[src/rtl/gsim_pkg.sv]
// Shared sizes, band coefficients, FSM encoding and a shift-add constant
// multiplier for the GSIM residual checker.
package gsim_pkg;

    localparam int N   = 16;   // rows per problem
    localparam int XW  = 32;   // x word, signed Q16.16
    localparam int RW  = 40;   // residual / accumulator, signed Q24.16
    localparam int BW  = 16;   // b word, signed integer
    localparam int QSH = 16;   // Q16.16 fractional bits

    // Band magnitudes; the signs (+diag, -1st, +2nd, -3rd) are applied at the adder tree
    localparam int C_D = 20;
    localparam int C_1 = 13;
    localparam int C_2 = 6;
    localparam int C_3 = 1;

    localparam logic [RW-1:0] TOL = 40'd655;

    typedef enum logic [1:0] {
        ST_COLLECT = 2'd0,
        ST_CHECK   = 2'd1,
        ST_DONE    = 2'd2
    } state_t;

    // Multiply by a small non-negative constant using only shifts and adds
    function automatic logic signed [RW-1:0] cmul(input logic signed [RW-1:0] v, input int c);
        logic signed [RW-1:0] acc;
        acc = '0;
        for (int b = 0; b < 8; b++) begin
            if (c[b]) acc = acc + (v <<< b);
        end
        return acc;
    endfunction

endpackage

[src/rtl/gsim_row_residual.sv]
// Combinational residual for one row: r = (b << 16) - A*x over the 7-tap band.
// Taps arrive pre-zeroed for out-of-range neighbours; index 3 is the diagonal.
module gsim_row_residual
    import gsim_pkg::*;
(
    input  logic [BW-1:0]         i_b,
    input  logic [6:0][XW-1:0]    i_tap,
    output logic signed [RW-1:0]  o_res,
    output logic [RW-1:0]         o_abs
);

    logic signed [RW-1:0] w_t [7];
    logic signed [RW-1:0] w_s1, w_s2, w_s3, w_ax, w_bq;

    // Sign-extend every tap to the accumulator width before any arithmetic
    always_comb begin
        for (int k = 0; k < 7; k++) begin
            w_t[k] = RW'($signed(i_tap[k]));
        end
    end

    // Symmetric band: pair the neighbours first so each coefficient is applied once
    assign w_s1 = w_t[2] + w_t[4];
    assign w_s2 = w_t[1] + w_t[5];
    assign w_s3 = w_t[0] + w_t[6];
    assign w_ax = cmul(w_t[3], C_D) - cmul(w_s1, C_1) + cmul(w_s2, C_2) - cmul(w_s3, C_3);
    assign w_bq = RW'($signed(i_b)) <<< QSH;

    assign o_res = w_bq - w_ax;
    assign o_abs = o_res[RW-1] ? RW'(-o_res) : RW'(o_res);

endmodule

[config.mk]
export PLATFORM = sky130hd
export DESIGN_NAME = gsim_row_residual
export DESIGN_NICKNAME = d
export VERILOG_FILES = /design/src/rtl/gsim_pkg.sv /design/src/rtl/gsim_row_residual.sv
export SDC_FILE = /design/constraint.sdc
export NUM_CORES = 1
export LEC_CHECK = 0
export ABC_CLOCK_PERIOD_IN_PS = 21700
export CORE_MARGIN = 1.5
export CORE_UTILIZATION = 60
export DETAILED_ROUTE_END_ITERATION = 10
export DONT_BUFFER_PORTS = 1
export PLACE_DENSITY = 0.76
export SLEW_MARGIN = 20
export SYNTH_ARGS = -nofsm -noshare
export SYNTH_HDL_FRONTEND = slang
export SYNTH_SLANG_ARGS = --single-unit
[constraint.sdc]
create_clock -name vclk -period 21.7
set_input_delay 1.085 -clock vclk [all_inputs]
set_output_delay 1.085 -clock vclk [all_outputs]
set_load 0.03 [all_outputs]
## Word level (Yosys, flattened, before mapping)

Index checks and enable logic that the tools add are counted.

| storage, ports and cells | value |
|---|---|
| bits of input ports | 240 |
| flip-flop bits (word level) | 0 |
| bits in writable memories | 0 |
| memories kept | 0 |
| output and inout port bits | 80 |
| latch bits | 0 |
| word-level logic and storage cells | 13 |
| ROM bits | 0 |

| cells by class | value |
|---|---|
| $add $sub $neg | 12 |
| shifts and indexed selects | 0 |
| equal/unequal tests | 0 |
| bitwise operators | 0 |
| order comparisons | 0 |
| muxes and demuxes | 1 |
| reductions and logical operators | 0 |
| divide/modulo/power cells | 0 |
| $mul | 0 |

Operators with widths:

| cell | number |
|---|---|
| 32-bit by 32-bit adder with 33-bit output | 3 |
| 40-bit 2-to-1 mux | 1 |
| 40-bit negator | 1 |
| 32-bit by 40-bit subtractor with 40-bit output | 1 |
| 39-bit by 33-bit subtractor with 40-bit output | 1 |
| 38-bit by 36-bit adder with 39-bit output | 1 |
| 37-bit by 37-bit subtractor with 38-bit output | 1 |
| 34-bit by 36-bit adder with 37-bit output | 1 |
| 36-bit by 36-bit adder with 37-bit output | 1 |
| 33-bit by 35-bit adder with 36-bit output | 1 |
| 34-bit by 35-bit adder with 36-bit output | 1 |

## Longest topological paths before layout

| logic depth | value |
|---|---|
| depth after elaboration | 9 |
| depth in mapped cells | 39 |
| gate-level depth less buffers | 37 |

## Worst setup path before layout

OpenSTA, ideal clock, no wires.

| path | value |
|---|---|
| kind | input port to output port |
| from | in i_tap[65] (netlist name) |
| to | out o_abs[39] |
| buffers on the path | 1 |
| arrival time | 9,847 ps |
| cell stages on the path | 32 |
| required time | 20,615 ps |
| setup slack | 10,768 ps |
| path through | ha_1 -> a21o_1 -> a21oi_1 -> o21bai_1 -> a21oi_1 -> o311ai_0 -> nand2_1 -> o21ai_0 -> a211o_1 -> a31o_2 -> a21oi_1 -> xor2_1 -> fa_1 -> fa_1 -> inv_1 -> fa_1 -> fa_1 -> inv_1 -> fa_1 -> inv_1 -> ha_1 -> buf_2 -> a21o_1 -> a21o_1 -> a31oi_1 -> o21ai_0 -> o41ai_2 -> xnor2_1 -> or4_4 -> or4b_4 -> nor3_1 -> nor3b_1 |

| between the ends | value |
|---|---|
| word-level cells in the longest chain between the ends | 9 |

Ends and longest elaborated chain:

| item | RTL line | text |
|---|---|---|
| start, declared | gsim_row_residual.sv:7 | `input logic [6:0][XW-1:0] i_tap,` |
| 32-bit by 32-bit adder with 33-bit output * | gsim_row_residual.sv:23 | `assign w_s1 = w_t[2] + w_t[4];` |
| 33-bit by 35-bit adder with 36-bit output | gsim_pkg.sv:30 | `if (c[b]) acc = acc + (v <<< b);` |
| 36-bit by 36-bit adder with 37-bit output * | gsim_pkg.sv:30 |  |
| 37-bit by 37-bit subtractor with 38-bit output * | gsim_row_residual.sv:26 | `assign w_ax = cmul(w_t[3], C_D) - cmul(w_s1, C_1) + cmul(w_s2, C_2) - cmul(w_s3, C_3);` |
| 38-bit by 36-bit adder with 39-bit output * | gsim_row_residual.sv:26 |  |
| 39-bit by 33-bit subtractor with 40-bit output * | gsim_row_residual.sv:26 |  |
| 32-bit by 40-bit subtractor with 40-bit output * | gsim_row_residual.sv:29 | `assign o_res = w_bq - w_ax;` |
| named net o_res[32] | gsim_row_residual.sv:8 | `output logic signed [RW-1:0] o_res,` |
| 40-bit negator * | gsim_row_residual.sv:30 | `assign o_abs = o_res[RW-1] ? RW'(-o_res) : RW'(o_res);` |
| 40-bit 2-to-1 mux * | gsim_row_residual.sv:30 |  |
| end, declared | gsim_row_residual.sv:9 | `output logic [RW-1:0] o_abs` |

The timed path passes the listed nets; every way through them passes the cells marked *.

## Worst setup path after layout

| path | value |
|---|---|
| from | in i_tap[32] (netlist name) |
| to | out o_abs[35] |

| between the ends | value |
|---|---|
| elaborated cells between the ends (all ways) | 7 |
| those cells by class | add/sub (6); mux (1) |

RTL lines:

| item | RTL line | text |
|---|---|---|
| 32-bit by 32-bit adder with 33-bit output | gsim_row_residual.sv:24 | `assign w_s2 = w_t[1] + w_t[5];` |
| 34-bit by 35-bit adder with 36-bit output | gsim_pkg.sv:30 |  |
| 38-bit by 36-bit adder with 39-bit output | gsim_row_residual.sv:26 |  |
| 39-bit by 33-bit subtractor with 40-bit output | gsim_row_residual.sv:26 |  |
| 32-bit by 40-bit subtractor with 40-bit output | gsim_row_residual.sv:29 |  |
| named net o_res[39] | gsim_row_residual.sv:8 |  |
| 40-bit 2-to-1 mux | gsim_row_residual.sv:30 |  |

The timed path passes the listed nets, and every way through them passes these cells.

==> impl_results.md <==
- CORE AREA: approximately 21000 sq um
- Distinct cells, synth: 75
- Ant. Diodes: 0
- Hold Buf Count CTS: 0
- Critical path depth: 34
- Top-level port count: 320
- Adder-Cell Fraction of Synth Area: 52.34%
- Fin crit share: a little under three fifths
- Tightest Pin Transition: 1.163 ns
- Max-cap viol count: 0
- Fmax: between 0.08 and 0.09 GHz
- WP buf/inv: 5
- Post_cts resized: 0
- Crit path capture type: primary output
- Fillers: about 1900
- Critical path arrival: around 11 ns
- Rows: 53
- Post-synthesis compound-gate area fraction: approximately 16%
- Mux contribution to synthesized area: less than 1%
- CP required: approximately 20 ns
- Num sequential: 0
- Share of cells above drive strength 1: under 10%
- DR iter-0 viols: between 500 and 600
- PortBufs: 0
- Tot GR Track Use: between 20% and 30%
- Via density: roughly 5.7
- GRT Residual Overflow: 0
- Status: finished, final reports clean
- Register area: 0 sq um
- Worst Hold Class: in -> out
- DRT antenna net count: 0
- CP delay by family, top: compound AO/OA/AOI/OAI gates
- Crit Path Category: in -> out
- CP startpoint: i_tap[32]
- P&R area growth vs syn: 2.255%
- Largest family of logic cells by synthesized area: adder cells
- Yosys warns: 0
- Avg Inst Size Synth: roughly 8.5 sq um
- Routed WL per cell: ~16 um
- CLK BUF: 0
- Cells after synthesis: ~1500
- # setup viols final: 0
- Antenna violations before repair: 0
- Simple-Gate Fraction of Synth Area: just under 10%
- Max Slew Vio Count: 0
- Die W: around 150 um
- Post-synthesis sequential area ratio: 0%
- Total number of vias: 10110
- Largest net degree at the start of global routing: 26
- Final Hold Vio Count: 0
- DRC Markers: 0
- Post-DP HPWL: ~28000 um
- Crit Path Max Fanout: 25
- Initial Utilization: between 60% and 70%
- Cell area after placement: approximately 13000 sq um
- Final WS setup: 9.361 ns
- First-pass GRT wire length: approximately 47000 um
- Routed Wire Length: between 20000 and 30000 um
- Vias in the first global route: a little over 10000
- Design area: 13220 sq um
- Worst slack at placement: roughly 9.4 ns
- Worst stage delay on the critical path: between 0.8 and 0.9 ns
- Die area: ~22000 sq um
- Min-delay src: i_tap[128]
- Slowest-stage cell, CP: a2111oi_0
- Synthesized area: 12930 sq um
- Syn nets: around 2200
- Min Tclk post-route: about 12 ns
- Critical Path End: o_abs[35]
- Relative slew margins: roughly 22%
- Post-CTS Repair Setup Buffers: 0
- Die Y: approximately 150 um
- RSZ-0062 raised after global routing: false
- CP Launch Type: primary input
- Nets: between 2000 and 2500
- Core Util, Final: between 60% and 70%
- Post-Synth XOR/XNOR Area: a little under a tenth
- Routability cong.: slightly above 0.9
- DRT Pass-1 Iters: 6
- TNS Setup: 0 ns
-- cell usage after synthesis, drive strengths merged, types with 5 or more instances --
cell type,n,area share (%)
a21o,57,3.3
nor3,21,0.81
inv,416,12
o21bai,9,0.52
nand3,27,1.0
xor2,57,3.9
a31oi,16,0.77
xnor2,82,5.6
nand2,56,1.6
nand4,11,0.58
buf,7,0.34
nor2,74,2.1
and3,11,0.53
o21a,14,0.81
and2,7,0.34
o31ai,10,0.58
a211oi,6,0.39
nor2b,11,0.53
nand2b,7,0.34
a21oi,84,3.4
o211ai,5,0.29
fa,249,39
clkbuf,12,0.36
ha,140,14
o21ai,59,2.3
nor4,6,0.29
a21boi,5,0.29
-- cell usage in the layout, fill, tap and decap left out, types with 21 or more instances in the layout --
master	netlist	layout
a21o_1	57	57
a21oi_1	81	81
nand2_1	56	56
inv_1	415	415
fa_1	249	249
xor2_1	57	56
nand3_1	27	27
xnor2_1	82	81
nor3_1	21	21
ha_1	140	140
o21ai_0	52	52
nor2_1	74	74
-- per-layer routing --
layer / vias to the layer above / global-route usage (%) / wire length, um
li1: 4816 / - / -
met1: 4907 / 31.73 / 11770
met2: 331 / 48.46 / 15410
met3: 58 / 2.409 / 1489
met4: 0 / 6.275 / 794
met5: - / 0 / 0
-- layout make-up --
cell class	instances	area, sq um	area share [%]
timing repair buffer	3	22.52	0.1704
tap	275	344.1	2.603
inverter	416	1562	11.81
multi-input combinational	1093	11290	85.42
-- logic make-up after synthesis --
kind of cell,count (synthesis)
adders and majority gates,392
and+or+nand+nor,255
AOI/OAI and AO/OA,304
muxes,3
buffers and inverters,435
xor gates and xnor gates,139
-- worst min-delay path by stage --
stage          endpoint  slack [ns]  depth (start not counted)
2_1_floorplan  o_abs[0]        2.67                          2
3_3_place_gp   o_abs[0]        2.84                          3
3_5_place_dp   o_abs[0]        2.85                          2
4_1_cts        o_abs[0]        2.85                          2
5_1_grt        o_abs[0]        2.87                          2
6_report       o_abs[0]        2.85                          2
-- per-stage QoR --
stage                     cells  hold slack [ns]
after detailed placement   1787            2.850
after floorplan            1528            2.674
after global routing       1787            2.873
final                      1787            2.851
after CTS                  1787            2.850
after global placement     1787            2.837
Power is left out: the tool's default activity adds up to more than one toggle a clock period on the data nets, which glitch-free logic cannot reach.
